==> config.mk <==
export PLATFORM = sky130hd
export DESIGN_NAME = ram_arbiter
export DESIGN_NICKNAME = d
export VERILOG_FILES = /design/src/rtl/ram_arbiter.sv
export SDC_FILE = /design/constraint.sdc
export NUM_CORES = 1
export LEC_CHECK = 0
export CORE_AREA = 2 2 104 106
export CTS_BUF_LIST = sky130_fd_sc_hd__clkbuf_8
export CTS_CLUSTER_SIZE = 14
export DETAILED_ROUTE_END_ITERATION = 12
export DIE_AREA = 0 0 106 108
export SYNTH_ARGS = -nofsm -noshare
export SYNTH_HDL_FRONTEND = slang
export SYNTH_SLANG_ARGS = --single-unit
==> constraint.sdc <==
create_clock -name CLK -period 4.2 [get_ports CLK]
set_clock_uncertainty 0.15 [all_clocks]
set_input_delay 1.26 -clock CLK [delete_from_list [all_inputs] [get_ports CLK]]
set_output_delay 1.26 -clock CLK [all_outputs]
set_load 0.01 [all_outputs]
==> src/rtl/ram_arbiter.sv <==
// Arbitrates one variable-latency RAM between instruction (i*) and data (d*) requesters.
// Latency: one IDLE bubble, then RAM latency; ack (xwait low) on the ACCESS cycle.
// Backpressure: a grant is held until ACCESS, a request drop, or TIMEOUT. RAM_ARB_RR_EN selects round-robin.
module ram_arbiter #(
    parameter int TIMEOUT = 16
) (
    input  logic        CLK,
    input  logic        nRST,
    input  logic        iREN,
    input  logic [31:0] iaddr,
    output logic        iwait,
    output logic [31:0] iload,
    input  logic        dREN,
    input  logic        dWEN,
    input  logic [31:0] daddr,
    input  logic [31:0] dstore,
    output logic        dwait,
    output logic [31:0] dload,
    output logic        ramREN,
    output logic        ramWEN,
    output logic [31:0] ramaddr,
    output logic [31:0] ramstore,
    input  logic [31:0] ramload,
    input  logic [1:0]  ramstate,
    output logic        err
);

    typedef enum logic [1:0] {IDLE, GRANT_I, GRANT_D} state_t;

    // ramstate_t encoding: FREE=0, BUSY=1, ACCESS=2, ERROR=3
    localparam logic [1:0] RAM_ACCESS = 2'd2;
    localparam logic [1:0] RAM_ERROR  = 2'd3;

    localparam int            CW      = $clog2(TIMEOUT + 1);
    localparam logic [CW-1:0] TO_LAST = CW'(TIMEOUT - 1);
    localparam logic [CW-1:0] TO_MAX  = CW'(TIMEOUT);

    state_t        state, next_state;
    logic [CW-1:0] tcnt;
    logic          rr_last_i;

    logic ireq, dreq, granted, access, req_held, timeout;

    assign ireq     = iREN;
    assign dreq     = dREN | dWEN;
    assign granted  = (state != IDLE);
    assign access   = granted && (ramstate == RAM_ACCESS);
    assign req_held = (state == GRANT_I) ? ireq : dreq;
    // A drop in the same cycle as the last wait cycle is a drop, not a timeout.
    assign timeout  = granted && !access && req_held && (tcnt == TO_LAST);

    always_ff @(posedge CLK or negedge nRST) begin
        if (!nRST) begin
            state <= IDLE;
        end else begin
            state <= next_state;
        end
    end

    always_comb begin
        next_state = state;
        case (state)
            IDLE: begin
`ifdef RAM_ARB_RR_EN
                if (dreq && ireq) begin
                    next_state = rr_last_i ? GRANT_D : GRANT_I;
                end else if (dreq) begin
                    next_state = GRANT_D;
                end else if (ireq) begin
                    next_state = GRANT_I;
                end
`else
                if (dreq) begin
                    next_state = GRANT_D;
                end else if (ireq) begin
                    next_state = GRANT_I;
                end
`endif
            end
            GRANT_I, GRANT_D: begin
                if (access || !req_held || timeout) begin
                    next_state = IDLE;
                end
            end
            default: next_state = IDLE;
        endcase
    end

    always_comb begin
        ramREN   = 1'b0;
        ramWEN   = 1'b0;
        ramaddr  = '0;
        ramstore = '0;
        iwait    = 1'b1;
        dwait    = 1'b1;
        case (state)
            GRANT_I: begin
                ramREN  = iREN;
                ramaddr = iaddr;
                iwait   = !access;
            end
            GRANT_D: begin
                // Simultaneous read and write is taken as a write.
                ramREN   = dREN & ~dWEN;
                ramWEN   = dWEN;
                ramaddr  = daddr;
                ramstore = dstore;
                dwait    = !access;
            end
            default: ;
        endcase
    end

    assign iload = ramload;
    assign dload = ramload;

    always_ff @(posedge CLK or negedge nRST) begin
        if (!nRST) begin
            tcnt      <= '0;
            err       <= 1'b0;
            rr_last_i <= 1'b1;
        end else begin
            if (!granted) begin
                tcnt <= '0;
            end else if (!access && (tcnt < TO_MAX)) begin
                tcnt <= tcnt + 1'b1;
            end
            if ((granted && (ramstate == RAM_ERROR)) || timeout) begin
                err <= 1'b1;
            end
            rr_last_i <= access ? (state == GRANT_I) : rr_last_i;
        end
    end

endmodule

Word level (Yosys, flattened, before mapping):

Index checks and enable logic that the tools add are counted.

* input port bits: 135
* output and inout bits: 133
* logic and storage cells: 44
* register bits after elaboration: 8

* eq/ne operators: 8
* order comparisons: 1
* reductions and logical operators: 15
* bitwise logic cells: 3
* mux-type cells: 13
* add/subtract/negate cells: 1

Operator list (number)
* $pmux 32 s2: 1
* $mux 32: 1
* $mux 5: 2
* $eq 2x2->1 const B: 3
* $logic_and 1x1->1: 6
* $mux 2: 3
* $add 5x1->5 const B: 1
* $eq 5x4->1 const B: 1
* $lt 5x5->1 const B: 1
* $mux 1: 4
* $pmux 2 s2: 1
* $logic_or 1x1->1: 3
* $ne 3x3->1 const B: 1
* $eq 2x1->1 const B: 1
* $logic_not 1->1: 2
* $logic_not 2->1: 1
* $ne 2x1->1 const B: 1
* $ne 2x2->1 const B: 1
* $pmux 1 s2: 1
* $reduce_and 2->1: 1
* $reduce_bool 2->1: 1
* $reduce_or 2->1: 1
* $and 1x1->1: 1
* $not 1->1: 1
* $or 1x1->1: 1

Longest topological paths before layout:

Gate-level depths: netlist of run 1.

* word-level depth: 9
* depth in mapped cells: 7
* mapped depth without buffers: 6

Worst setup path before layout of run 1:

OpenSTA, ideal clock, no wires.

* path type: input port to output port
* start point: in dWEN
* end point: out ramREN
* stages on the path: 2
* arrival time: 1.627 ns
* slack: 1.163 ns
* required time: 2.790 ns
* path buffers: 0
* cells stage by stage: nand3b_1 a21oi_1

* word-level cells in the longest chain between the ends: 3

Ends and longest elaborated chain
* start, declared: line 14 `input logic dWEN,`
* $not 1->1: line 104 `ramREN = dREN & ~dWEN;`
* $and 1x1->1: line 104
* $pmux 1 s2: line 96 `case (state)`
* end, declared: line 19 `output logic ramREN,`

No other way between the ends.

Worst setup path in the final report of run 1:

Same ends and word-level chain as after synthesis.

==> results_dict.tcl, run 1 <==
set metrics [dict create \
    die_w_microns 106 \
    root_buffer "clkbuf_8" \
    num_antenna_cells 0 \
    min_path_type "flop to flop" \
    tightest_slew_ns 0.365 \
    clock-sinks 8 \
    synth_common_cells "64 x buf_4, 41 x nor2_1, 33 x and2_1" \
    min_path_cells 1 \
    min_to "err$_DFFE_PN0P_" \
    area_growth_pct 85.5 \
    finalNonFillerCells 471 \
    insertion_delay_ns 0.23 \
    r2r_slack_ns 2.03 \
    grt_pass1_wl_mm 10.6 \
    grt_pass1_vias 1946 \
    gp_congestion 0.791 \
    max_freq_ghz 0.249 \
    cp.required_ns 2.79 \
    peakVddDrop_uv 117 \
    endpoint_kind "output pin" \
    clk_path_buf_depth 2 \
    synth_seq_cells 8 \
    dr_total_vias 1920 \
    worstPathArrival_ns 2.61 \
    fin_crit_ns 4.02 \
    cts_tree "yes" \
    grt_max_degree 36 \
    ys_seq_area_frac 0.120 \
    cts_hold_buf 0 \
    antenna_found_initial 0 \
    rsz0062_at_grt "false" \
    synth.mux.area_fraction 0 \
    path_class "input pin to output pin" \
    num_rows 37 \
    setup_viol 0 \
    ios 268 \
    synthesis.area_sq_um 1670 \
    critPathMaxFanout 4 \
    hold_viol 0 \
    post_cts_buffers 0 \
    r2r_cells 6 \
    syn_nets 373 \
    status "finished, final reports clean" \
    hold_start "err$_DFFE_PN0P_" \
    nets 477 \
    dieArea_sq_um 11400 \
    final.period_utilization 0.958 \
    slowest_delay_ns 0.56 \
    synth_top_family_by_area "buffers and inverters" \
    synthCells 233 \
    drt_iter0_drc 50 \
    nFillCells 1097 \
    synthAdderAreaFrac 0.0376 \
    htree_levels 1 \
    drtAntennaViolNets 0 \
    synthArstFlopShare 1.00 \
    grtUsageMet1 0.134 \
    clk_pin_slew_ns 0.04 \
    crit_top_cell "clkdlybuf4s50_1" \
    worstSetupStartpointType "input pin" \
    use_met2 0.210 \
    netlist.area_leader.share 0.289 \
    p_leak_nw 1.16 \
    drc 0 \
    busiest_layer "met2" \
    wl_mm 7.65 \
    initial_core_util 0.163 \
    synth-xor-area-share 0.0158 \
    yosysMostFrequentCell "buf_4" \
    yosysWarnings 0 \
    synth_simple_gate_area_frac 0.299 \
    place_inst 468 \
    grtUsageTotal 0.123 \
    synth_top_area_cell "buf_4" \
    path_cells "clkdlybuf4s50_1 -> nand3b_1 -> a21oi_1 -> clkdlybuf4s50_1" \
    synth_cell_types 29 \
    gr-usage-met3 0.0536 \
    cpMaxStageDelayCell "clkdlybuf4s50_1" \
    final_layout_size_suffix_gt1_frac 0.0507 \
    fin_setup_tns_ns 0 \
    core_sq_um 10200 \
    synth_edf_count 0 \
    drv_slew 0 \
    maxCapViolCount 0 \
    vias_per_cell 4.08 \
    die_h_microns 108 \
    worstReg2RegEnd "err$_DFFE_PN0P_" \
    ys_top_cells_by_area "buf_4 29%, a22oi_1 14%, and2_1 12%" \
    synth_compound_area_frac 0.186 \
    firstDrtPassIters 4 \
    slew_headroom 0.756 \
    cts.repair.resized 0 \
    wl_per_cell_microns 16.2 \
    numPortBuffers 171 \
    dp_hpwl_mm 6.40 \
    reg2reg_from "state[1]$_DFFE_PN0P_" \
    synth_ff_type "dfrtp_1" \
    syn_area_per_cell_sq_um 7.15 \
    power_density_nw_per_um2 417 \
    cts_buffers 3 \
    gr-total-overflow 0 \
]
-- per-layer routing --
metal / part of all wire / vias to the layer above / wire length [microns]
met2: 0.47 / 112 / 3630
met1: 0.37 / 864 / 2860
met4: 0.032 / 0 / 247
met3: 0.12 / 29 / 915
met5: 0 / - / 0
li1: - / 915 / -
-- worst max-delay path by stage --
stage | from | endpoint
detailed placement | dWEN | ramREN
CTS | dWEN | ramREN
floorplan | dWEN | ramREN
global placement | dWEN | ramREN
finish | dWEN | ramREN
global route | dWEN | ramREN
-- area by class of cell --
class                      count  area [sq um]  area share
inverter                       4          15.0     0.00486
timing repair buffer         178          1760       0.571
tap                          136           170      0.0551
sequential                     8           200      0.0648
multi-input combinational    142           898       0.291
clock buffer                   3          41.3      0.0134
-- cell families after synthesis --
logic type / Yosys count
XOR/XNOR: 3
flip-flops: 8
buffers and inverters: 83
adder cells (fa/ha/maj): 5
AND/OR/NAND/NOR: 92
AO/OA/AOI/OAI: 42
-- placed cells by master (no fill, tap or decap), types with 2 or more instances in the layout --
master           instances
a21oi_1                  3
a22oi_1                 32
and2_1                  33
buf_4                    7
clkbuf_8                 3
clkdlybuf4s50_1        171
dfrtp_1                  8
ha_1                     4
inv_1                    4
nand2_1                  4
nand3b_1                 3
nor2_1                  41
nor2b_4                  2
nor3_2                   3
xnor2_1                  3
-- metrics by stage --
| stage | total power [mW] | util | hold WS, ns | area, sq um | setup slack, ns |
|---|---|---|---|---|---|
| after global placement | 1.21 | 0.298 | 0.327 | 3050 | 0.190 |
| after detailed placement | 1.21 | 0.298 | 0.331 | 3050 | 0.188 |
| after CTS | 1.31 | 0.302 | 0.340 | 3090 | 0.172 |
| final | 1.29 | 0.302 | 0.327 | 3090 | 0.178 |
| after floorplan | 0.668 | - | 0.352 | 1670 | 1.16 |
| after global routing | 1.39 | 0.302 | 0.373 | 3090 | 0.105 |
-- power by group --
group / internal, mW / switching, mW / total [mW]
Clock: 0.0618 / 0.0272 / 0.0890
Combinational: 0.571 / 0.518 / 1.09
Sequential: 0.0931 / 0.0150 / 0.108
Total: 0.726 / 0.560 / 1.29
-- flip-flops by register name, indices dropped and copies added (netlist names) --
name,cells
tcnt,5
state,2
err,1
-- critical path, delay by kind of cell --
kind / cells / cell delay, ns
buf+inv: 2 / 1.02
simple gates: 1 / 0.18
compound gates: 1 / 0.16
Note: power is estimated with default switching activity, not from simulation.
==> inputs of run 2 (changes only) <==
- ABC_AREA: default -> 1
- CORE_AREA: 2 2 104 106 -> 2 2 103 105
- DIE_AREA: 0 0 106 108 -> 0 0 105 107
- SLEW_MARGIN: default -> 20
==> run 2 against run 1 <==
Against the previous run: critical path depth unchanged; synthesized cell count rose by 33%; first-iteration DRC count increased by 100%; global-route usage is 1.0 points lower; non-clock buffer count down 4; sequential share of layout area shrank 0.14 points; cell count grew 16%; worst hold slack better by 0.0072 ns; combinational power about the same; design area is 2.2% higher; via count is 9.0% higher; largest cell class unchanged.
==> results_dict.tcl, run 2 <==
set metrics [dict create \
    status "finished, final reports clean" \
    path_class "input pin to output pin" \
    root_buffer "clkbuf_8" \
    num_antenna_cells 0 \
    dr_wl_met2_mm 3.78 \
    fin_ws_ns 0.149 \
    synth_top_family_by_area "buffers and inverters" \
    endpoint_kind "output pin" \
    fin_util 0.313 \
    area_growth_pct 81.5 \
    clk_pin_slew_ns 0.04 \
    power_density_nw_per_um2 406 \
    final_cell_mix "171 x clkdlybuf4s50_1, 112 x nand2_1, 39 x inv_1, 36 x a21oi_1, 8 x dfrtp_1" \
    worstSetupStartpointType "input pin" \
    worst_path_dominant_cell_family "buffers and inverters" \
    core_sq_um 10100 \
    grt_max_degree 45 \
    top_layer "met4" \
    syn_area_per_cell_sq_um 5.61 \
    crit_top_cell "clkdlybuf4s50_1" \
    insertion_delay_ns 0.23 \
    post_cts_buffers 0 \
    cts_buffers 3 \
    worstPathArrival_ns 2.64 \
    synthAdderAreaFrac 0.0360 \
    peakVddDrop_uv 317 \
    synth_ff_type "dfrtp_1" \
    drc 0 \
    synthCells 310 \
    drt_iter0_drc 102 \
    die_w_microns 105 \
    largest_reg_flops 5 \
    fin_setup_tns_ns 0 \
    ys_seq_area_frac 0.115 \
    nets 551 \
    final_common_cell "clkdlybuf4s50_1" \
    synthesis.area_sq_um 1740 \
    synthArstFlopShare 1.00 \
    min_path_type "flop to flop" \
    synth_simple_gate_area_frac 0.313 \
    drv_slew 0 \
    synth_seq_cells 8 \
    path_cells "clkdlybuf4s50_1 -> nand3b_1 -> a21oi_1 -> clkdlybuf4s50_1" \
    rsz0062_at_grt "false" \
    clk_path_buf_depth 2 \
    antenna_found_initial 0 \
    synth_compound_area_frac 0.124 \
    htree_levels 1 \
    critPathMaxFanout 4 \
    drtAntennaViolNets 0 \
    cpMaxStageDelayCell "clkdlybuf4s50_1" \
    cts.repair.resized 0 \
    grtUsageTotal 0.112 \
    grt_pass1_vias 1993 \
    maxCapViolCount 0 \
    gp_congestion 0.754 \
    die_h_microns 107 \
    cts_hold_buf 0 \
    wl_per_cell_microns 12.9 \
    reg.largest.list "tcnt: 5 flops, state: 2 flops, err: 1 flops" \
    clock-sinks 8 \
    grt_pass1_wl_mm 10.4 \
    p_leak_nw 1.39 \
    firstDrtPassIters 4 \
    dp_slack_ns 0.126 \
    synth_common_cells "112 x nand2_1, 64 x buf_4, 40 x inv_1" \
    final.period_utilization 0.964 \
    dieArea_sq_um 11200 \
    wl_mm 7.05 \
    synth_cell_types 24 \
    fin_crit_ns 4.05 \
    largest-register "tcnt" \
    path_buf_inv 2 \
    ios 268 \
    synth-xor-area-share 0.00504 \
    numPortBuffers 171 \
    synth_top_area_cell "buf_4" \
    met1_length_mm 2.61 \
    p_total_mw 1.28 \
    wl_met3_microns 594 \
    syn_nets 450 \
    setup_viol 0 \
    yosysWarnings 0 \
    dp_hpwl_mm 5.75 \
    cts_tree "yes" \
    synth_edf_count 0 \
    hold_viol 0 \
    ys_top_cells_by_area "buf_4 28%, nand2_1 24%, dfrtp_1 12%" \
    slowest_delay_ns 0.56 \
    cp.required_ns 2.79 \
    yosysMostFrequentCell "nand2_1" \
    vias_per_cell 3.84 \
    synth.mux.area_fraction 0 \
    tightest_slew_ns 0.628 \
    dr_total_vias 2093 \
    netlist.area_leader.share 0.276 \
    max_freq_ghz 0.247 \
    slew_headroom 0.581 \
    final_layout_size_suffix_gt1_frac 0.0538 \
    gr-total-overflow 0 \
    initial_core_util 0.172 \
    num_rows 37 \
]
run 2: changes by cell type after synthesis, sizes merged, moves of 4 or more:
cell,before,now
a21oi,3,36
a22oi,32,0
and2,33,0
clkbuf,6,2
inv,4,43
nand2,4,117
nor2,41,10
run 2: worst paths after layout:
path	from	endpoint	slack (ns)	cells past startpoint
max in group asynchronous	nRST	tcnt[0]$_DFFE_PN0P_	2.46	1
worst max-delay path	dWEN	ramREN	0.15	4
worst max register to register	state[1]$_DFFE_PN0P_	state[0]$_DFFE_PN0P_	2.47	7
worst min register to register	err$_DFFE_PN0P_	err$_DFFE_PN0P_	0.33	2
min in group asynchronous	nRST	err$_DFFE_PN0P_	1.17	1
worst min-delay path	err$_DFFE_PN0P_	err$_DFFE_PN0P_	0.33	2
run 2: metal layers:
metal / global-route usage / up-vias
met3: 0.0322 / 9
met5: 0 / -
met4: 0.0190 / 0
met1: 0.128 / 906
met2: 0.210 / 116
li1: - / 1062
run 2: power by group:
part | switching, mW | internal, mW
registers | 0.0150 | 0.0953
clock network | 0.0312 | 0.0622
logic | 0.553 | 0.526
run 2: worst min-delay path, stage by stage (launching register included):
cell,delay (ns)
dfrtp_1,0.34
a21oi_1,0.04
o31ai_1,0.06
run 2: kinds of logic (layout without fill, tap and decap cells):
family | after synthesis | count (layout)
simple gates | 134 | 134
flops | 8 | 8
compound gates | 40 | 40
fa+ha+maj | 5 | 5
xor+xnor | 1 | 1
buf+inv | 122 | 221
run 2: metrics by stage:
stage | cells | hold WS [ns] | instance area, sq um
CTS | 545 | 0.343 | 3160
global route | 545 | 0.356 | 3160
global placement | 542 | 0.318 | 3120
floorplan | 310 | 0.316 | 1740
detailed placement | 542 | 0.329 | 3120
finish | 545 | 0.334 | 3160
run 2: final cells by class:
class	instances	area [sq um]
clock buffer	3	41.3
fill	1113	6940
inverter	44	165
multi-input combinational	180	833
sequential	8	200
tap	136	170
timing repair buffer	174	1750
==> inputs of run 3 (changes only) <==
- CORE_AREA: 2 2 103 105 -> 2 2 105 107
- DIE_AREA: 0 0 105 107 -> 0 0 107 109
- clock period: 4.2 -> 4.3 ns (I/O delays scaled with it)
==> run 3 against run 2 <==
Against the previous run: register-to-register slack improved by 0.14 ns; sequential cell count unchanged; via count increased by 1.3%; routed wire length decreased by 4.5%; sequential share of layout area decreased by 0.075 points; total power increased by 1.1%; sequential power about the same; critical endpoint unchanged; highest routed layer unchanged.
==> results_dict.tcl, run 3 (synthesis gave the netlist of run 2 again) <==
set metrics [dict create \
    regArea_sq_um 200 \
    r2r_cells 8 \
    grt_max_degree 40 \
    grtUsageTotal 0.101 \
    placedInstanceArea_sq_um 3150 \
    finalInstanceArea_sq_um 3190 \
    cts_hold_buf 0 \
    drt_iter0_drc 117 \
    peakVddDrop_uv 249 \
    cts_tree "yes" \
    dr_wl_met2_mm 3.71 \
    cts_buffers 3 \
    grt_pass1_wl_mm 9.69 \
    cp.required_ns 2.86 \
    fin_crit_ns 4.08 \
    wl_per_cell_microns 12.2 \
    p_leak_nw 1.41 \
    worst_path_dominant_cell_family "buffers and inverters" \
    max_freq_ghz 0.245 \
    cpMaxStageDelayCell "clkdlybuf4s50_1" \
    final_cell_mix "171 x clkdlybuf4s50_1, 112 x nand2_1, 40 x inv_1, 36 x a21oi_1, 8 x dfrtp_1" \
    final_layout_size_suffix_gt1_frac 0.0537 \
    wl_met3_microns 624 \
    power_density_nw_per_um2 406 \
    rsz0062_at_grt "false" \
    final.period_utilization 0.950 \
    grt_pass1_vias 1960 \
    nets 552 \
    dieArea_sq_um 11700 \
    die_h_microns 109 \
    gr-total-overflow 0 \
    endpoint_kind "output pin" \
    insertion_delay_ns 0.23 \
    antenna_found_initial 0 \
    drtAntennaViolNets 0 \
    r2r_slack_ns 2.61 \
    ios 268 \
    clock-sinks 8 \
    hold_start "err$_DFFE_PN0P_" \
    path_buf_inv 2 \
    critPathMaxFanout 4 \
    slowest_delay_ns 0.56 \
    drv_slew 0 \
    worstSetupStartpointType "input pin" \
    multi_input_area_sq_um 833 \
    path_cells "clkdlybuf4s50_1 -> nand3b_1 -> a21oi_1 -> clkdlybuf4s50_1" \
    tightest_slew_ns 0.397 \
    num_rows 38 \
    drc 0 \
    vias_per_cell 3.86 \
    dp_hpwl_mm 5.49 \
    cts.repair.resized 0 \
    final_common_cell "clkdlybuf4s50_1" \
    reg.largest.list "tcnt: 5 flops, state: 2 flops, err: 1 flops" \
    slew_headroom 0.735 \
    largest_reg_flops 5 \
    status "finished, final reports clean" \
    gp_congestion 0.656 \
    crit_top_cell "clkdlybuf4s50_1" \
    worstReg2RegEnd "state[0]$_DFFE_PN0P_" \
    htree_levels 1 \
    num_antenna_cells 0 \
    firstDrtPassIters 4 \
    path_class "input pin to output pin" \
    largest-register "tcnt" \
    met1_length_mm 2.38 \
    maxCapViolCount 0 \
    dr_total_vias 2121 \
    numPortBuffers 171 \
    min_path_type "flop to flop" \
    clk_path_buf_depth 2 \
    root_buffer "clkbuf_8" \
    reg2reg_from "state[1]$_DFFE_PN0P_" \
    clk_pin_slew_ns 0.04 \
    post_cts_buffers 0 \
    worstPathArrival_ns 2.64 \
    hold_viol 0 \
    core_sq_um 10600 \
    die_w_microns 107 \
    top_layer "met4" \
    min_to "err$_DFFE_PN0P_" \
    initial_core_util 0.164 \
    area_growth_pct 83.7 \
    wl_mm 6.73 \
    setup_viol 0 \
    min_path_cells 2 \
    nFillCells 1139 \
    fin_setup_tns_ns 0 \
]
-- run 3: worst min-delay path: stages, from the launching register on --
cell	delay [ns]
dfrtp_1	0.34
a21oi_1	0.05
o31ai_1	0.07
-- run 3: metrics by stage --
step	utilization	total power [mW]	hold slack, ns	setup slack (ns)	std cells
3_5_place_dp	0.297	1.22	0.329	0.209	547
5_1_grt	0.301	1.42	0.376	0.114	550
2_1_floorplan	-	0.677	0.316	1.22	310
4_1_cts	0.301	1.32	0.347	0.196	550
6_report	0.301	1.30	0.347	0.217	550
3_3_place_gp	0.297	1.21	0.320	0.229	547
-- run 3: worst max path at each step --
| stage | from | to | slack [ns] | depth (start not counted) |
|---|---|---|---|---|
| 3_3_place_gp | dWEN | ramREN | 0.23 | 4 |
| 2_1_floorplan | dWEN | ramREN | 1.22 | 2 |
| 4_1_cts | dWEN | ramREN | 0.20 | 4 |
| 5_1_grt | dWEN | ramREN | 0.11 | 4 |
| 3_5_place_dp | dWEN | ramREN | 0.21 | 4 |
| 6_report | dWEN | ramREN | 0.22 | 4 |
-- run 3: cell type report --
class	instances	share of cell area
Tap cell	140	0.0548
Timing Repair Buffer	175	0.557
Sequential cell	8	0.0627
Clock buffer	3	0.0129
Inverter	44	0.0517
Multi-Input combinational cell	180	0.261
-- run 3: routing by layer --
layer / up-vias / global-route usage
met3: 4 / 0.0305
met1: 928 / 0.102
li1: 1067 / -
met4: 0 / 0.0167
met5: - / 0
met2: 122 / 0.205
-- run 3: power by group --
part           internal (mW)  total, mW  switching (mW)
Sequential            0.0931      0.108          0.0147
Clock                 0.0607     0.0905          0.0298
Combinational          0.555       1.10           0.543
